$ cat config.mk
export PLATFORM = sky130hd
export DESIGN_NAME = imem_loader
export DESIGN_NICKNAME = d
export VERILOG_FILES = /design/src/rtl/imem_loader_pkg.sv /design/src/rtl/imem_loader_word_assembler.sv /design/src/rtl/imem_loader.sv
export SDC_FILE = /design/constraint.sdc
export NUM_CORES = 1
export LEC_CHECK = 0
export ABC_AREA = 1
export BUFFER_PORTS_ARGS = -buffer_cell sky130_fd_sc_hd__buf_2
export CORE_MARGIN = 4
export CORE_UTILIZATION = 35
export DETAILED_ROUTE_END_ITERATION = 8
export PLACE_DENSITY_LB_ADDON = 0.2
export RECOVER_POWER = 100
export SYNTH_ARGS = -nofsm -noshare
export SYNTH_HDL_FRONTEND = slang
export SYNTH_SLANG_ARGS = --single-unit
$ cat constraint.sdc
create_clock -name clk -period 2.5 [get_ports clk]
set_clock_uncertainty 0.15 [all_clocks]
set_input_delay 0.5 -clock clk [delete_from_list [all_inputs] [get_ports clk]]
set_output_delay 0.5 -clock clk [all_outputs]
set_load 0.1 [all_outputs]
$ cat src/rtl/imem_loader_pkg.sv
// Shared types and constants for the boot-time instruction memory loader.
// Optional checksum byte is enabled by defining IMEM_LOADER_CHECKSUM_EN.
package imem_loader_pkg;

  typedef enum logic [2:0] {
    ST_IDLE,
    ST_LEN_LO,
    ST_LEN_HI,
    ST_DATA,
    ST_CHECK,
    ST_FLUSH,
    ST_DONE,
    ST_ERR
  } state_e;

  localparam int BYTES_PER_WORD = 4;
  localparam int HDR_BYTES      = 2;
  localparam int WADDR_SHIFT    = 2;

endpackage

$ cat src/rtl/imem_loader_word_assembler.sv
// Collects four bytes, LSB first, into a 32-bit word.
// word_o and full_o update one edge after the fourth byte is shifted in.
module word_assembler
  import imem_loader_pkg::*;
(
  input  logic        clk,
  input  logic        rst,
  input  logic        clear_i,
  input  logic        shift_i,
  input  logic [7:0]  byte_i,
  output logic [1:0]  cnt_o,
  output logic        full_o,
  output logic [31:0] word_o
);

  logic [1:0]  cnt_q;
  logic        full_q;
  logic [23:0] part_q;
  logic [31:0] word_q;

  always_ff @(posedge clk) begin
    if (rst) begin
      cnt_q  <= '0;
      full_q <= 1'b0;
      part_q <= '0;
      word_q <= '0;
    end else begin
      full_q <= 1'b0;
      if (clear_i) begin
        cnt_q  <= '0;
        part_q <= '0;
        word_q <= '0;
      end else if (shift_i) begin
        cnt_q <= cnt_q + 2'd1;
        // Earlier bytes sit in the low lanes; the newest byte becomes the MSB.
        if (cnt_q == 2'(BYTES_PER_WORD - 1)) begin
          word_q <= {byte_i, part_q};
          full_q <= 1'b1;
        end else begin
          part_q <= {byte_i, part_q[23:8]};
        end
      end
    end
  end

  assign cnt_o  = cnt_q;
  assign full_o = full_q;
  assign word_o = word_q;

endmodule

$ cat src/rtl/imem_loader.sv
// Boot loader: parses a length header from a byte stream, writes 32-bit words to
// instruction memory and holds the core in reset until done. IMEM_LOADER_CHECKSUM_EN adds a check byte.
module imem_loader
  import imem_loader_pkg::*;
#(
  parameter int DEPTH  = 16,
  parameter int ADDR_W = 32
) (
  input  logic              clk,
  input  logic              rst,
  input  logic              start,
  input  logic [7:0]        rx_data,
  input  logic              rx_valid,
  output logic              rx_ready,
  output logic              imem_we,
  output logic [ADDR_W-1:0] imem_waddr,
  output logic [31:0]       imem_wdata,
  output logic              cpu_rst,
  output logic              busy,
  output logic              done,
  output logic              error,
  output logic [15:0]       words_loaded
);

  state_e            state_q;
  logic [7:0]        len_lo_q;
  logic [15:0]       len_q;
  logic [15:0]       words_q;
  logic [ADDR_W-1:0] waddr_q;

  logic        accept;
  logic        restart;
  logic        word_end;
  logic        last_word;
  logic [15:0] len_next;
  logic [1:0]  asm_cnt;
  logic        asm_full;
  logic [31:0] asm_word;

`ifdef IMEM_LOADER_CHECKSUM_EN
  localparam state_e AFTER_DATA = ST_CHECK;
  logic [7:0] csum_q;
  assign rx_ready = state_q inside {ST_LEN_LO, ST_LEN_HI, ST_DATA, ST_CHECK};
`else
  localparam state_e AFTER_DATA = ST_FLUSH;
  assign rx_ready = state_q inside {ST_LEN_LO, ST_LEN_HI, ST_DATA};
`endif

  assign accept    = rx_valid && rx_ready;
  assign restart   = start && (state_q inside {ST_IDLE, ST_DONE, ST_ERR});
  assign word_end  = accept && (state_q == ST_DATA) && (asm_cnt == 2'(BYTES_PER_WORD - 1));
  assign last_word = (words_q == len_q - 16'd1);
  assign len_next  = {rx_data, len_lo_q};

  word_assembler u_asm (
    .clk     (clk),
    .rst     (rst),
    .clear_i (restart),
    .shift_i (accept && (state_q == ST_DATA)),
    .byte_i  (rx_data),
    .cnt_o   (asm_cnt),
    .full_o  (asm_full),
    .word_o  (asm_word)
  );

  always_ff @(posedge clk) begin
    if (rst) begin
      state_q  <= ST_IDLE;
      len_lo_q <= '0;
      len_q    <= '0;
      words_q  <= '0;
      waddr_q  <= '0;
`ifdef IMEM_LOADER_CHECKSUM_EN
      csum_q   <= '0;
`endif
    end else begin
`ifdef IMEM_LOADER_CHECKSUM_EN
      if (accept) csum_q <= csum_q ^ rx_data;
`endif
      case (state_q)
        ST_IDLE, ST_DONE, ST_ERR: begin
          if (start) begin
            state_q <= ST_LEN_LO;
            len_q   <= '0;
            words_q <= '0;
`ifdef IMEM_LOADER_CHECKSUM_EN
            csum_q  <= '0;
`endif
          end
        end
        ST_LEN_LO: begin
          if (accept) begin
            len_lo_q <= rx_data;
            state_q  <= ST_LEN_HI;
          end
        end
        ST_LEN_HI: begin
          if (accept) begin
            len_q <= len_next;
            if (len_next > 16'(DEPTH))   state_q <= ST_ERR;
            else if (len_next == 16'd0)  state_q <= AFTER_DATA;
            else                         state_q <= ST_DATA;
          end
        end
        ST_DATA: begin
          // Address is latched alongside the word so both appear with the write strobe.
          if (word_end) begin
            waddr_q <= ADDR_W'(words_q) << WADDR_SHIFT;
            words_q <= words_q + 16'd1;
            if (last_word) state_q <= AFTER_DATA;
          end
        end
`ifdef IMEM_LOADER_CHECKSUM_EN
        ST_CHECK: begin
          if (accept) state_q <= (rx_data == csum_q) ? ST_FLUSH : ST_ERR;
        end
`endif
        ST_FLUSH: state_q <= ST_DONE;
        default:  state_q <= ST_IDLE;
      endcase
    end
  end

  assign imem_we      = asm_full;
  assign imem_wdata   = asm_word;
  assign imem_waddr   = waddr_q;
  assign busy         = state_q inside {ST_LEN_LO, ST_LEN_HI, ST_DATA, ST_CHECK, ST_FLUSH};
  assign done         = (state_q == ST_DONE);
  assign error        = (state_q == ST_ERR);
  assign cpu_rst      = (state_q != ST_DONE);
  assign words_loaded = words_q;

endmodule

==> metrics.cfg <==
[route]
drt-initial-drc-count = 263
wl_per_cell_um = 13.96
vias = 4778
dr.pass1.iters = 5
ant_nets = 0
vias_per_cell = 4.745
wl_um = 14050
drc = 0

[floorplanning]
die_area_sq_mm = 0.01698
die_w_um = 130.3
row_count = 44
io_pins = 98
core_sq_mm = 0.01459
die_h_um = 130.3
initial_core_util_pct = 35.88

[pwr]
switchingPower_mw = 2.748
power.density_mw_per_mm2 = 1100
p_seq_share_pct = 31.3
swShare_pct = 39.31
p_comb_share_pct = 33.7
p_int_mw = 4.242
vdd_drop_max_v = 0.0008491
p_leak_nw = 2.688
clkPwrFrac_pct = 35.0
power_mw = 6.990

[logic_synthesis]
synth-edff-count = 0
synthFlopType = dfxtp_1
synth_area_leaders = dfxtp_1 (45%), nand2_1 (15%), a21oi_1 (9.4%)
ys_ff_latch = 118
syn_inst = 729
synth_top_area_cell = dfxtp_1
syn_avg_cell_area_sq_um = 7.181
yosysTopAreaCellShare_pct = 45.12
synth.yosys.seq_area_share_pct = 45.12
yosysUniqueCellTypes = 33
syn_area_sq_mm = 0.005235
async_reset_ff_share_pct = 0
ys_warn_count = 0

[clock_tree]
clkTransAtPathRegs_ns = 0.06
htree_levels = 4
postCtsHoldBufs = 0
cts-buffers-inserted = 17
root_buffer = clkbuf_16
clockBufferDepth = 2
cts_sinks = 118
cts_tree = done
clk_latency_ns = 0.43

[cells_and_area]
nFillCells = 1515
final_common_cell = nand2_1
antenna_cells = 0
register_area_sq_mm = 0.002365
num-nets-final = 825
multi_input_area_sq_mm = 0.002454
area_delta_synth_final_pct = 21.44
most-common-layout-cells = nand2_1 (210), dfxtp_1 (116), a21oi_1 (97)
fin_area_sq_mm = 0.006357
drive_above_1_share_pct = 17.25

[worst_setup_path]
path_cells = inv_1, nand3_1, nand2_1, inv_1, clkbuf_4
cpMostUsedCell = inv_1
worst_path_max_delay_cell = dfxtp_1
cp-end-kind = output port
worstPathArrival_ns = 1.69
cpPeakStageDelay_ns = 0.49
crit_fanout = 6
crit_type = flip-flop to output port
worstPathRequired_ns = 1.85
worst_setup_path_start_kind = flip-flop

[timing]
max_freq_mhz = 426.8
fin_crit_ns = 2.343
setup_tns_ns = 0
fin_crit_sh_pct = 93.72
finalHoldViolations = 0
max-slew-margin-rel_pct = 22.76
slew_viol_final = 0
timing.final.ws_setup_ns = 0.1571
setup_viol = 0
tightest_slew_ns = 1.164
rsz0062_at_grt = false

[outcome]
outcome = completed

[global_route]
grt.overflow.total = 0
grt_pass1_wl_um = 22800
grt_antenna_before_repair = 0
grt_max_degree = 40
grt_util_all_layers_pct = 17.23
grt_pass1_vias = 4416

[min_path]
hold_class = input pin to flip-flop

[placement]
place_hpwl_um = 9956
placed_area_sq_mm = 0.005777
port_buffers = 81
gp_congestion = 0.8380
place_ws_ns = 0.2062

[run]
max-cap-violations = 0

worst max-delay path, delay by kind of cell (launching register included):
| kind | cells | cell delay (ns) |
|---|---|---|
| flops | 1 | 0.49 |
| simple gates | 2 | 0.18 |
| buf+inv | 3 | 0.61 |
sequential cells by signal, indices dropped and copies added (netlist names):
name / cells
imem_waddr: 16
len_lo_q: 8
len_q: 16
state_q: 3
u_asm.cnt_o: 2
u_asm.full_o: 1
u_asm.part_q: 24
u_asm.word_o: 32
words_loaded: 16
power groups by stage:
stage | sequential [mW] | combinational, mW | clock (mW)
after floorplan | 2.22 | 1.90 | 0
after global placement | 2.23 | 2.34 | 0
after detailed placement | 2.23 | 2.33 | 0
after CTS | 2.19 | 2.34 | 2.49
after global routing | 2.21 | 2.65 | 2.59
final | 2.19 | 2.35 | 2.45
kinds of logic (layout without fill, tap and decap cells):
group | after synthesis | in the layout | share of synthesized area, %
other | 1 | 16 | 0.07163
XOR/XNOR | 16 | 16 | 2.677
AO/OA/AOI/OAI | 155 | 155 | 16.04
adder cells (fa/ha/maj) | 3 | 3 | 0.7171
AND/OR/NAND/NOR | 329 | 329 | 26.17
buffers and inverters | 107 | 186 | 9.202
flip-flops | 118 | 118 | 45.12
through the flow:
step | instances | hold slack (ns) | utilization [%]
floorplan | 744 | 0.2910 | -
global placement | 975 | 0.2983 | 39.60
detailed placement | 975 | 0.3006 | 39.60
CTS | 1007 | 0.2200 | 43.66
global route | 1007 | 0.2400 | 43.58
finish | 1007 | 0.2279 | 43.58
worst paths after layout:
check	startpoint	to	slack, ns	depth (start not counted)
max	state_q[0]	busy	0.16	5
min	rx_data[7]	u_asm.word_o[31]	0.23	3
max reg2reg	state_q[0]	imem_waddr[13]	0.25	6
min reg2reg	u_asm.word_o[13]	u_asm.word_o[13]	0.31	2
layer usage:
metal / track usage [%] / part of all wire (%) / wire (um)
met1: 24.46 / 52 / 7261
met2: 24.89 / 42 / 5932
met5: 0 / 0 / 0
met3: 5.362 / 5.0 / 702
met4: 5.440 / 1.1 / 156
synthesized netlist by cell type, types with 3 or more instances:
| cell | instances |
|---|---|
| o21ai_0 | 34 |
| nor2_1 | 74 |
| buf_4 | 18 |
| ha_1 | 3 |
| buf_2 | 10 |
| or2_2 | 3 |
| dfxtp_1 | 118 |
| nor2_4 | 3 |
| o211ai_1 | 5 |
| xor2_1 | 11 |
| xnor2_1 | 5 |
| nor4_1 | 4 |
| inv_1 | 57 |
| nor3_1 | 9 |
| clkbuf_1 | 19 |
| a211oi_1 | 14 |
| nand3_1 | 17 |
| a21oi_1 | 98 |
| nand2_1 | 210 |
timing repair:
item | in CTS | in global routing
buffers inserted | 0 | 0
endpoints found under the setup margin | 0 | 4
gates resized for setup | 0 | 4
cell type report:
class	count	share of cell area, %
clock buffers	21	7.400
clock inverters	11	1.929
inverters	60	3.543
multi-input cells	519	38.59
flip-flops and latches	118	37.20
well taps	184	3.621
repair buffers	94	7.715
No activity file was read; power rests on OpenSTA's default activity.
